[config.mk]
export PLATFORM = sky130hd
export DESIGN_NAME = accel_mailbox
export DESIGN_NICKNAME = d
export VERILOG_FILES = /design/src/rtl/accel_mailbox_pkg.sv /design/src/rtl/accel_mailbox_wdt.sv /design/src/rtl/accel_mailbox.sv
export SDC_FILE = /design/constraint.sdc
export NUM_CORES = 1
export LEC_CHECK = 0
export BUFFER_PORTS_ARGS = -buffer_cell sky130_fd_sc_hd__buf_2
export CAP_MARGIN = 15
export CORE_MARGIN = 2
export CORE_UTILIZATION = 35
export DETAILED_ROUTE_END_ITERATION = 10
export PLACE_DENSITY = 0.66
export SLEW_MARGIN = 20
export SYNTH_ARGS = -nofsm -noshare
export SYNTH_HDL_FRONTEND = slang
export SYNTH_SLANG_ARGS = --single-unit
[constraint.sdc]
create_clock -name clk -period 2 [get_ports clk]
set_input_delay 0.2 -clock clk [delete_from_list [all_inputs] [get_ports clk]]
set_output_delay 0.2 -clock clk [all_outputs]
set_load 0.02 [all_outputs]
[src/rtl/accel_mailbox_pkg.sv]
// Shared types and constants for the accelerator mailbox.
// Latency: none (declarations only).
// Backpressure: not applicable.
package accel_mailbox_pkg;

  typedef enum logic [1:0] {
    IDLE = 2'd0,
    REQ  = 2'd1,
    WAIT = 2'd2
  } mbox_state_t;

  localparam logic [31:0] STATUS_BUSY    = 32'h0000_0000;
  localparam logic [31:0] STATUS_IDLE    = 32'h8000_0000;
  localparam logic [31:0] STATUS_TIMEOUT = 32'h0000_0001;

  localparam int GO_BIT = 31;

endpackage

[src/rtl/accel_mailbox_wdt.sv]
// Job watchdog: counts cycles while a job is outstanding, flags expiry.
// Latency: expired is combinational on the count, high in the TIMEOUT_CYCLES-th busy cycle.
// Backpressure: none; clear has priority over enable.
// Ports: clk/rst (sync, active high), clear_i zeroes the count, enable_i counts,
//        expired_o high when the enabled count reaches TIMEOUT_CYCLES-1.
module accel_mailbox_wdt #(
  parameter int TIMEOUT_CYCLES = 1024,
  parameter int CNT_W          = 11
) (
  input  logic clk,
  input  logic rst,
  input  logic clear_i,
  input  logic enable_i,
  output logic expired_o
);

  logic [CNT_W-1:0] cnt_q;
  logic [CNT_W-1:0] cnt_d;

  always_comb begin
    cnt_d = cnt_q;
    if (clear_i) begin
      cnt_d = '0;
    end else if (enable_i) begin
      cnt_d = cnt_q + 1'b1;
    end
  end

  always_ff @(posedge clk) begin
    if (rst) begin
      cnt_q <= '0;
    end else begin
      cnt_q <= cnt_d;
    end
  end

  // The count is 0 after the edge that enters REQ, so reaching
  // TIMEOUT_CYCLES-1 here means the next edge is TIMEOUT_CYCLES after entry.
  assign expired_o = enable_i && (cnt_q == CNT_W'(TIMEOUT_CYCLES - 1));

endmodule

[src/rtl/accel_mailbox.sv]
// Accelerator mailbox: turns GO rises on the x1 mirror into accelerator jobs and reports status.
// Latency: GO rise at edge n -> request and busy status after edge n; response at edge m -> done status after edge m.
// Backpressure: request held (arg stable) until acc_req_ready; response accepted whenever not in REQ.
// Ports: cmd_word (GO bit 31 + arg), status_word (0 busy / bit31 done / else error),
//        acc_req_* request channel, acc_rsp_* response channel, busy (REQ or WAIT).
// Optional watchdog enabled by defining ACCEL_MAILBOX_TIMEOUT_EN.
module accel_mailbox
  import accel_mailbox_pkg::*;
#(
  parameter int TIMEOUT_CYCLES = 1024,
  parameter int CNT_W          = 11
) (
  input  logic        clk,
  input  logic        rst,
  input  logic [31:0] cmd_word,
  output logic [31:0] status_word,
  output logic        acc_req_valid,
  input  logic        acc_req_ready,
  output logic [30:0] acc_req_arg,
  input  logic        acc_rsp_valid,
  output logic        acc_rsp_ready,
  input  logic [30:0] acc_rsp_data,
  output logic        busy
);

  if ((64'd1 << CNT_W) <= 64'(TIMEOUT_CYCLES)) begin : g_bad_cnt_w
    $error("accel_mailbox: CNT_W too narrow for TIMEOUT_CYCLES");
  end

  mbox_state_t state_q, state_d;
  logic [31:0] status_q, status_d;
  logic [30:0] arg_q, arg_d;
  logic        go_q;
  logic        go_rise;
  logic        wdt_expired;

  assign go_rise = cmd_word[GO_BIT] & ~go_q;

`ifdef ACCEL_MAILBOX_TIMEOUT_EN
  accel_mailbox_wdt #(
    .TIMEOUT_CYCLES(TIMEOUT_CYCLES),
    .CNT_W         (CNT_W)
  ) u_wdt (
    .clk      (clk),
    .rst      (rst),
    .clear_i  (state_q == IDLE),
    .enable_i (state_q == REQ || state_q == WAIT),
    .expired_o(wdt_expired)
  );
`else
  assign wdt_expired = 1'b0;
`endif

  always_comb begin
    state_d  = state_q;
    status_d = status_q;
    arg_d    = arg_q;
    unique case (state_q)
      IDLE: begin
        if (go_rise) begin
          arg_d    = cmd_word[30:0];
          status_d = STATUS_BUSY;
          state_d  = REQ;
        end
      end
      REQ: begin
        if (wdt_expired) begin
          status_d = STATUS_TIMEOUT;
          state_d  = IDLE;
        end else if (acc_req_ready) begin
          state_d = WAIT;
        end
      end
      WAIT: begin
        // A response arriving on the expiry edge still counts as done.
        if (acc_rsp_valid) begin
          status_d = {1'b1, acc_rsp_data};
          state_d  = IDLE;
        end else if (wdt_expired) begin
          status_d = STATUS_TIMEOUT;
          state_d  = IDLE;
        end
      end
      default: begin
        state_d = IDLE;
      end
    endcase
  end

  always_ff @(posedge clk) begin
    if (rst) begin
      state_q  <= IDLE;
      status_q <= STATUS_IDLE;
      arg_q    <= '0;
      go_q     <= 1'b0;
    end else begin
      state_q  <= state_d;
      status_q <= status_d;
      arg_q    <= arg_d;
      go_q     <= cmd_word[GO_BIT];
    end
  end

  assign status_word   = status_q;
  assign acc_req_arg   = arg_q;
  assign acc_req_valid = (state_q == REQ);
  assign busy          = (state_q == REQ) || (state_q == WAIT);
  // Responses are drained in IDLE too, so stray results never stall the
  // accelerator; held low while reset is applied.
  assign acc_rsp_ready = ((state_q == IDLE) || (state_q == WAIT)) && !rst;

endmodule

# After elaboration in Yosys (flattened, before gate mapping)
# Index checks and enable logic that the tools add are counted.
[op_classes] n_reduce_logical=9 n_eq_ne=5 mux=7 bitwise_logic=2
[op_table] cell="32-bit two-way mux" count=2
[op_table] cell="32-bit one-hot mux with 2 select lines" count=1
[op_table] cell="2-bit two-way mux" count=3
[op_table] cell="2-bit one-hot mux with 3 select lines" count=1
[op_table] cell="3-bit AND reduction" count=2
[op_table] cell="2-bit != test (second input constant)" count=2
[op_table] cell="2-bit by 1-bit equality test with 1-bit output (second input constant)" count=1
[op_table] cell="2-bit equality test (second input constant)" count=1
[op_table] cell="2-bit logical NOT" count=1
[op_table] cell="1-bit logical OR" count=2
[op_table] cell="2-bit by 1-bit != test with 1-bit output (second input constant)" count=1
[op_table] cell="2-bit AND reduction" count=1
[op_table] cell="2-bit nonzero test" count=1
[op_table] cell="1-bit AND" count=1
[op_table] cell="1-bit logical AND" count=1
[op_table] cell="1-bit logical NOT" count=1
[op_table] cell="1-bit inverter" count=1
[word_totals] register_bits=66 word_cells=27 inputBits=67

# Longest topological paths before layout
# Gate-level depths: netlist (run 1).
[depth] word_depth=4 depth_mapped=7 ltp_nobuf=5

# Worst setup path before layout (run 1)
# OpenSTA, ideal clock, no wires.
[synth_path] path_type="flip-flop to flip-flop" start="register state_q[0]" end="register status_q[10], in the netlist status_word[10]" n_path_buf=1 synth_period_minus_slack_ns=1.586 slack_ns=0.414 path_stages_with_launch=7 setup_ns=0.117 t_arrival_ns=1.469 path_cell_list="dfxtp_1 inv_1 ha_1 nor2b_1 a211o_1 buf_6 a32o_1"
[synth_between] elab_chain_len=3
[synth_lines] item="from (decl)" line="accel_mailbox.sv:30" rtl="mbox_state_t state_q, state_d;"
[synth_lines] item="from (signal assigned)" line="accel_mailbox.sv:97" rtl="state_q <= state_d;"
[synth_lines] item="2-bit equality test or 2-bit logical NOT (tied branches)" line="accel_mailbox.sv:58" rtl="unique case (state_q)"
[synth_lines] item="2-bit != test (no source line) or 2-bit nonzero test (tied branches)"
[synth_lines] item="3-bit AND reduction (no source line)"
[synth_lines] item="to (signal assigned)" line="accel_mailbox.sv:98" rtl="status_q <= status_d;"
[synth_lines] item="to (decl)" line="accel_mailbox.sv:31" rtl="logic [31:0] status_q, status_d;"
# Several ways; a longest one is shown, not always the timed one.
# A chain may end at the register's enable or synchronous reset.

# Worst setup path after layout (run 1)
[layout_path] start="register state_q[0]" end="register status_q[19], in the netlist status_word[19]"
# Same word-level chain as after synthesis.

==> results_dict.tcl, run 1 <==
set metrics [dict create \
    tns_ps 0 \
    ys_seq_area_share_pct 56.2 \
    fin_skew_ps 4.42 \
    syn_area_um2 2350 \
    grt_overflow 0 \
    ys_types 21 \
    rows 29 \
    grt_util_all_layers_pct 16.0 \
    p_leak_nw 1.55 \
    gp_congestion 0.715 \
    worstMarginPinSlew_ps 559 \
    wl_per_cell_um 13.0 \
    reg2reg_slack_ps 310 \
    cts.sinks 66 \
    dieArea_um2 7390 \
    antenna_found_initial 0 \
    synth_top_cell_by_area "dfxtp_1" \
    synthCells 240 \
    synth_edf_count 0 \
    hold_path_depth 2 \
    grt_max_degree 35 \
    core-area_um2 6420 \
    dp_hpwl_mm 4.09 \
    grt_pass1_wl_mm 9.37 \
    layout.nets 442 \
    avgSynthCellArea_um2 9.80 \
    htreeDepth 3 \
    preCtsSetupSlack_ps 90.2 \
    period_minus_slack_ps 1690 \
    clk_pin_slew_ps 70 \
    cts_buffers 9 \
    drc_errors 0 \
    cts_buffer_depth 2 \
    finalHoldViolCount 0 \
    rsz0062_at_grt "false" \
    post_cts_resize_count 0 \
    cp.depth 6 \
    endpoint_kind "flip-flop" \
    peakVddDrop_v 0.000554 \
    timing.rr.end "status_word[19]" \
    num_io_pins 133 \
    setup_viol 0 \
    p_per_area_nw_per_um2 1090 \
    finalCritPeriodShare_pct 84.6 \
    setup_slack_ps 308 \
    drv_slew 0 \
    ys.flop_type "dfxtp_1" \
    criticalPathCategory "flip-flop to flip-flop" \
    drtIter0Drc 94 \
    path_max_fanout 20 \
    slowest_stage "dfxtp_1" \
    cts_tree "done" \
    vias 2234 \
    clkLatencyLatePin_ps 330 \
    layout_commonest_cell "buf_2" \
    syn2layout_area_growth_pct 37.9 \
    finalPower_mw 3.54 \
    fillers 637 \
    r2r_start "state_q[0]" \
    synth_top_area_share_pct 56.2 \
    viasPerCell 4.94 \
    ctsHoldBuffers 0 \
    synth_warnings 0 \
    synth.top_cells.by_area "dfxtp_1, a32o_1, nand2_1" \
    drt_first_pass_iters 4 \
    synth_fp_nets 312 \
    hp-start "acc_rsp_data[17]" \
    initial_utilization_pct 36.6 \
    drive_gt1_share_pct 42.1 \
    clock_tree.root_cell "clkbuf_8" \
    synth_seq_cells 66 \
    required_ps 2230 \
    whs_ps 74.7 \
    cp_cell_sequence "inv_1 > ha_1 > nor2_1 > a211o_1 > buf_4 > a32o_1" \
    die_h_um 86.0 \
    worst_path_largest_cell_delay_ps 330 \
    cts_setup_buffers 0 \
    crit_buf_inv 2 \
    status "finished clean" \
    antenna_cells 0 \
    min_path_type "input port to flip-flop" \
    fmax_mhz 591 \
    slew_headroom_pct 62.8 \
    final_cell_mix "buf_2, dfxtp_1, nand2_1" \
    crit_arrival_ps 1920 \
    holdPathEnd "status_word[17]" \
    ant_nets 0 \
    r2r_cells 6 \
    max_cap_violations 0 \
    grt_pass1_vias 2073 \
    async_flop_share_pct 0 \
    wl_mm 5.89 \
    critical-path-top-delay-family "compound AO/OA/AOI/OAI gates" \
    crit_path_start_kind "flip-flop" \
    fp.dieW_um 86.0 \
    io_buffer_count 132 \
]
-- worst register-to-register path, cell delays in order (launching register included) --
cell	delay, ps
dfxtp_1	330
inv_1	120
ha_1	320
nor2_1	70
a211o_1	280
buf_4	210
a32o_1	270
-- worst max path at each step --
stage | start | endpoint | slack (ps)
2_1_floorplan | state_q[0] | status_word[10] | 410
3_3_place_gp | state_q[0] | acc_req_arg[18] | 150
3_5_place_dp | state_q[0] | acc_req_arg[20] | 90
4_1_cts | state_q[0] | acc_req_arg[20] | 50
5_1_grt | state_q[1] | status_word[30] | 160
6_report | state_q[0] | status_word[19] | 310
-- area by class of cell --
type                       count  area (µm²)  area share [%]
tap                           77        96.3            2.97
clock inverter                 6        42.5            1.31
sequential                    66        1320            40.7
timing repair buffer         139         713            22.0
multi-input combinational    150         918            28.3
inverter                       4        15.0           0.463
clock buffer                  10         138            4.24
-- state kept, by name (all words and copies together), names as in the netlist --
signal and flops:
state_q 2, status_word 32, go_q 1, acc_req_arg 31
-- report_power, final --
part	internal [mW]	leakage, nW	switching (mW)	total (mW)
clock network	0.480	0.0765	0.511	0.991
registers	1.44	0.537	0.0619	1.50
logic	0.363	0.941	0.678	1.04
-- cells in the mapped netlist (all sizes together), types with 2 or more instances --
| cell type | instances |
|---|---|
| nor2b | 2 |
| a211oi | 2 |
| ha | 5 |
| nor2 | 5 |
| clkbuf | 10 |
| buf | 10 |
| a21oi | 31 |
| nand2 | 65 |
| inv | 3 |
| dfxtp | 66 |
| a211o | 2 |
| mux2i | 2 |
| a32o | 31 |
-- through the flow --
step	utilization [%]	cell area, µm²	std cells
CTS	50.5	3240	452
detailed placement	47.7	3060	436
global route	50.5	3240	452
floorplan	-	2350	240
global placement	47.7	3060	436
finish	50.5	3240	452
-- metal layers --
metal  vias up  wire length, µm  global-route usage [%]
li1       1105                -                       -
met1      1032             2470                    18.8
met2        86             2870                    26.9
met3        11              431                    4.43
met4         0              115                    7.65
met5         -                0                       0
-- kinds of logic after synthesis --
logic type | count (synthesis) | share of synthesized area (%)
AOI/OAI and AO/OA | 68 | 22.2
adders and majority gates | 5 | 2.66
buffers and inverters | 24 | 5.16
DFF | 66 | 56.2
muxes | 2 | 0.851
and+or+nand+nor | 75 | 13.0
Power figures use the tool's default switching activity.
==> inputs of run 2 (changes only) <==
--- a/config.mk
+++ b/config.mk
@@ -10,7 +10,7 @@
 export CORE_MARGIN = 2
 export CORE_UTILIZATION = 35
 export DETAILED_ROUTE_END_ITERATION = 10
-export PLACE_DENSITY = 0.66
+export PLACE_DENSITY = 0.68
 export SLEW_MARGIN = 20
 export SYNTH_ARGS = -nofsm -noshare
 export SYNTH_HDL_FRONTEND = slang
==> constraint.sdc (replaced) <==
create_clock -name clk -period 1.4 [get_ports clk]
set_input_delay 0.14 -clock clk [delete_from_list [all_inputs] [get_ports clk]]
set_output_delay 0.14 -clock clk [all_outputs]
set_load 0.02 [all_outputs]
==> run 2 against run 1 <==
  * Final area is 20% higher
  * Clock skew grew 5.0 ps
  * Non-clock buffer count increased by 23
  * Routed wire length rose by 21%
  * The run now ends with setup timing left
  * Combinational power grew to 2.5 times the previous value
  * Maximum frequency is 6.7% higher
  * Clock power up 60%
  * Register-to-register slack worse by 490 ps
  * Cell count grew 5.1%
  * Global-route usage grew 2.4 points
  * Via count up 7.1%
==> results_dict.tcl, run 2 (synthesis gave the netlist of run 1 again) <==
set metrics [dict create \
    rows 29 \
    peakVddDrop_v 0.000756 \
    wl_mm 7.15 \
    crit_arrival_ps 1840 \
    ant_nets 0 \
    placed_area_um2 3210 \
    grt_pass1_vias 2282 \
    finalHoldViolCount 0 \
    grt_max_degree 32 \
    htreeDepth 3 \
    r2r_cells 9 \
    criticalPathCategory "flip-flop to flip-flop" \
    worst_path_largest_cell_delay_ps 350 \
    layout.nets 465 \
    vias 2392 \
    worstMarginPinSlew_ps 376 \
    grt_overflow 0 \
    gp_congestion 0.820 \
    cts_tree "done" \
    rsz0062_at_grt "true" \
    critPathLaunch "state_q[0]" \
    initial_utilization_pct 36.6 \
    dp.cells 445 \
    setup_slack_ps -186 \
    clock_tree.root_cell "clkbuf_8" \
    min_path_type "input port to flip-flop" \
    whs_ps 16.9 \
    fin_cells 475 \
    p_leak_nw 1.86 \
    die_h_um 86.0 \
    fmax_mhz 631 \
    dieArea_um2 7390 \
    status "finished, violations left" \
    antenna_cells 0 \
    max_cap_violations 0 \
    crit_path_start_kind "flip-flop" \
    finalPower_mw 6.40 \
    endpoint_kind "flip-flop" \
    finalCritPeriodShare_pct 113 \
    final_cell_area_um2 3890 \
    final_util_pct 60.6 \
    fin_skew_ps 9.42 \
    period_minus_slack_ps 1590 \
    antenna_found_initial 0 \
    timing.rr.end "acc_req_arg[2]" \
    ctsHoldBuffers 0 \
    drc_errors 0 \
    cts_buffers 9 \
    required_ps 1660 \
    slew_headroom_pct 75.0 \
    grt_util_all_layers_pct 18.4 \
    tns_ps -7920 \
    clkLatencyLatePin_ps 330 \
    fp.dieW_um 86.0 \
    viasPerCell 5.04 \
    cts.sinks 66 \
    cpMostUsedCell "buf_6" \
    grt_pass1_wl_mm 10.6 \
    r2r_start "state_q[0]" \
    largest_register_ffs 32 \
    core-area_um2 6420 \
    wl_per_cell_um 15.1 \
    num_io_pins 133 \
    cp_cell_sequence "inv_4 > buf_6 > ha_4 > buf_4 > nand3b_1 > buf_6 > clkbuf_16 > nand2_1 > a21oi_1" \
    cts_buffer_depth 2 \
    drive_gt1_share_pct 58.5 \
    hold_path_depth 2 \
    io_buffer_count 132 \
    drtIter0Drc 98 \
    drv_slew 0 \
    drt_first_pass_iters 4 \
    violations "setup timing" \
    hp-start "acc_rsp_data[20]" \
    clk_pin_slew_ps 70 \
    syn2layout_area_growth_pct 65.6 \
    layout_commonest_cell "buf_2" \
    p_per_area_nw_per_um2 1640 \
    final_cell_mix "buf_2, dfxtp_1, nand2_1" \
    slowest_stage "dfxtp_2" \
    dp_hpwl_mm 4.21 \
    reg2reg_slack_ps -190 \
    setup_viol 66 \
    path_max_fanout 7 \
    preCtsSetupSlack_ps -105 \
    holdPathEnd "status_word[20]" \
]
run 2: cell types whose count changed in the layout (fill, tap and decap cells not counted), moves of 5 or more:
cell | before | now
a21oi_1 | 31 | 21
a21oi_2 | 0 | 10
buf_4 | 7 | 13
buf_6 | 0 | 11
clkinvlp_4 | 5 | 0
ha_1 | 5 | 0
nand2_1 | 65 | 33
nand2_2 | 0 | 19
nand2_4 | 0 | 13
run 2: power breakdown:
part | leakage, nW | switching, mW | internal (mW)
combinational | 1.22 | 1.36 | 1.28
sequential | 0.537 | 0.107 | 2.07
clock | 0.101 | 0.670 | 0.920
run 2: timing repair:
action / CTS / global route
setup endpoints to repair: 48 / 67
pin swaps: 20 / 8
buffers inserted: 5 / 4
resized for setup: 53 / 32
cloned: 5 / 2
run 2: worst max-delay path by stage:
| stage | endpoint | depth (start not counted) |
|---|---|---|
| floorplan | status_word[15] | 6 |
| global placement | status_word[14] | 6 |
| detailed placement | status_word[12] | 6 |
| CTS | acc_rsp_ready | 7 |
| global route | acc_req_arg[2] | 9 |
| finish | acc_req_arg[2] | 9 |
run 2: routing by layer:
metal,GRT usage [%],wire length (µm)
met5,0,0
met4,7.94,136
met3,6.35,478
met2,32.0,3710
met1,20.4,2830
run 2: cell type report:
type | instances | area (µm²)
Sequential cell | 66 | 1320
Fill cell | 565 | 2530
Clock buffer | 14 | 163
Timing Repair Buffer | 162 | 1070
Tap cell | 77 | 96.3
Inverter | 4 | 17.5
Multi-Input combinational cell | 150 | 1190
Clock inverter | 2 | 35.0
run 2: worst max-delay path: cells and delay by family (launching register included):
family                     cells  cell delay (ps)
and+or+nand+nor                2              250
adders and majority gates      1              150
AOI/OAI and AO/OA              1              160
buffers and inverters          5              600
DFF                            1              350
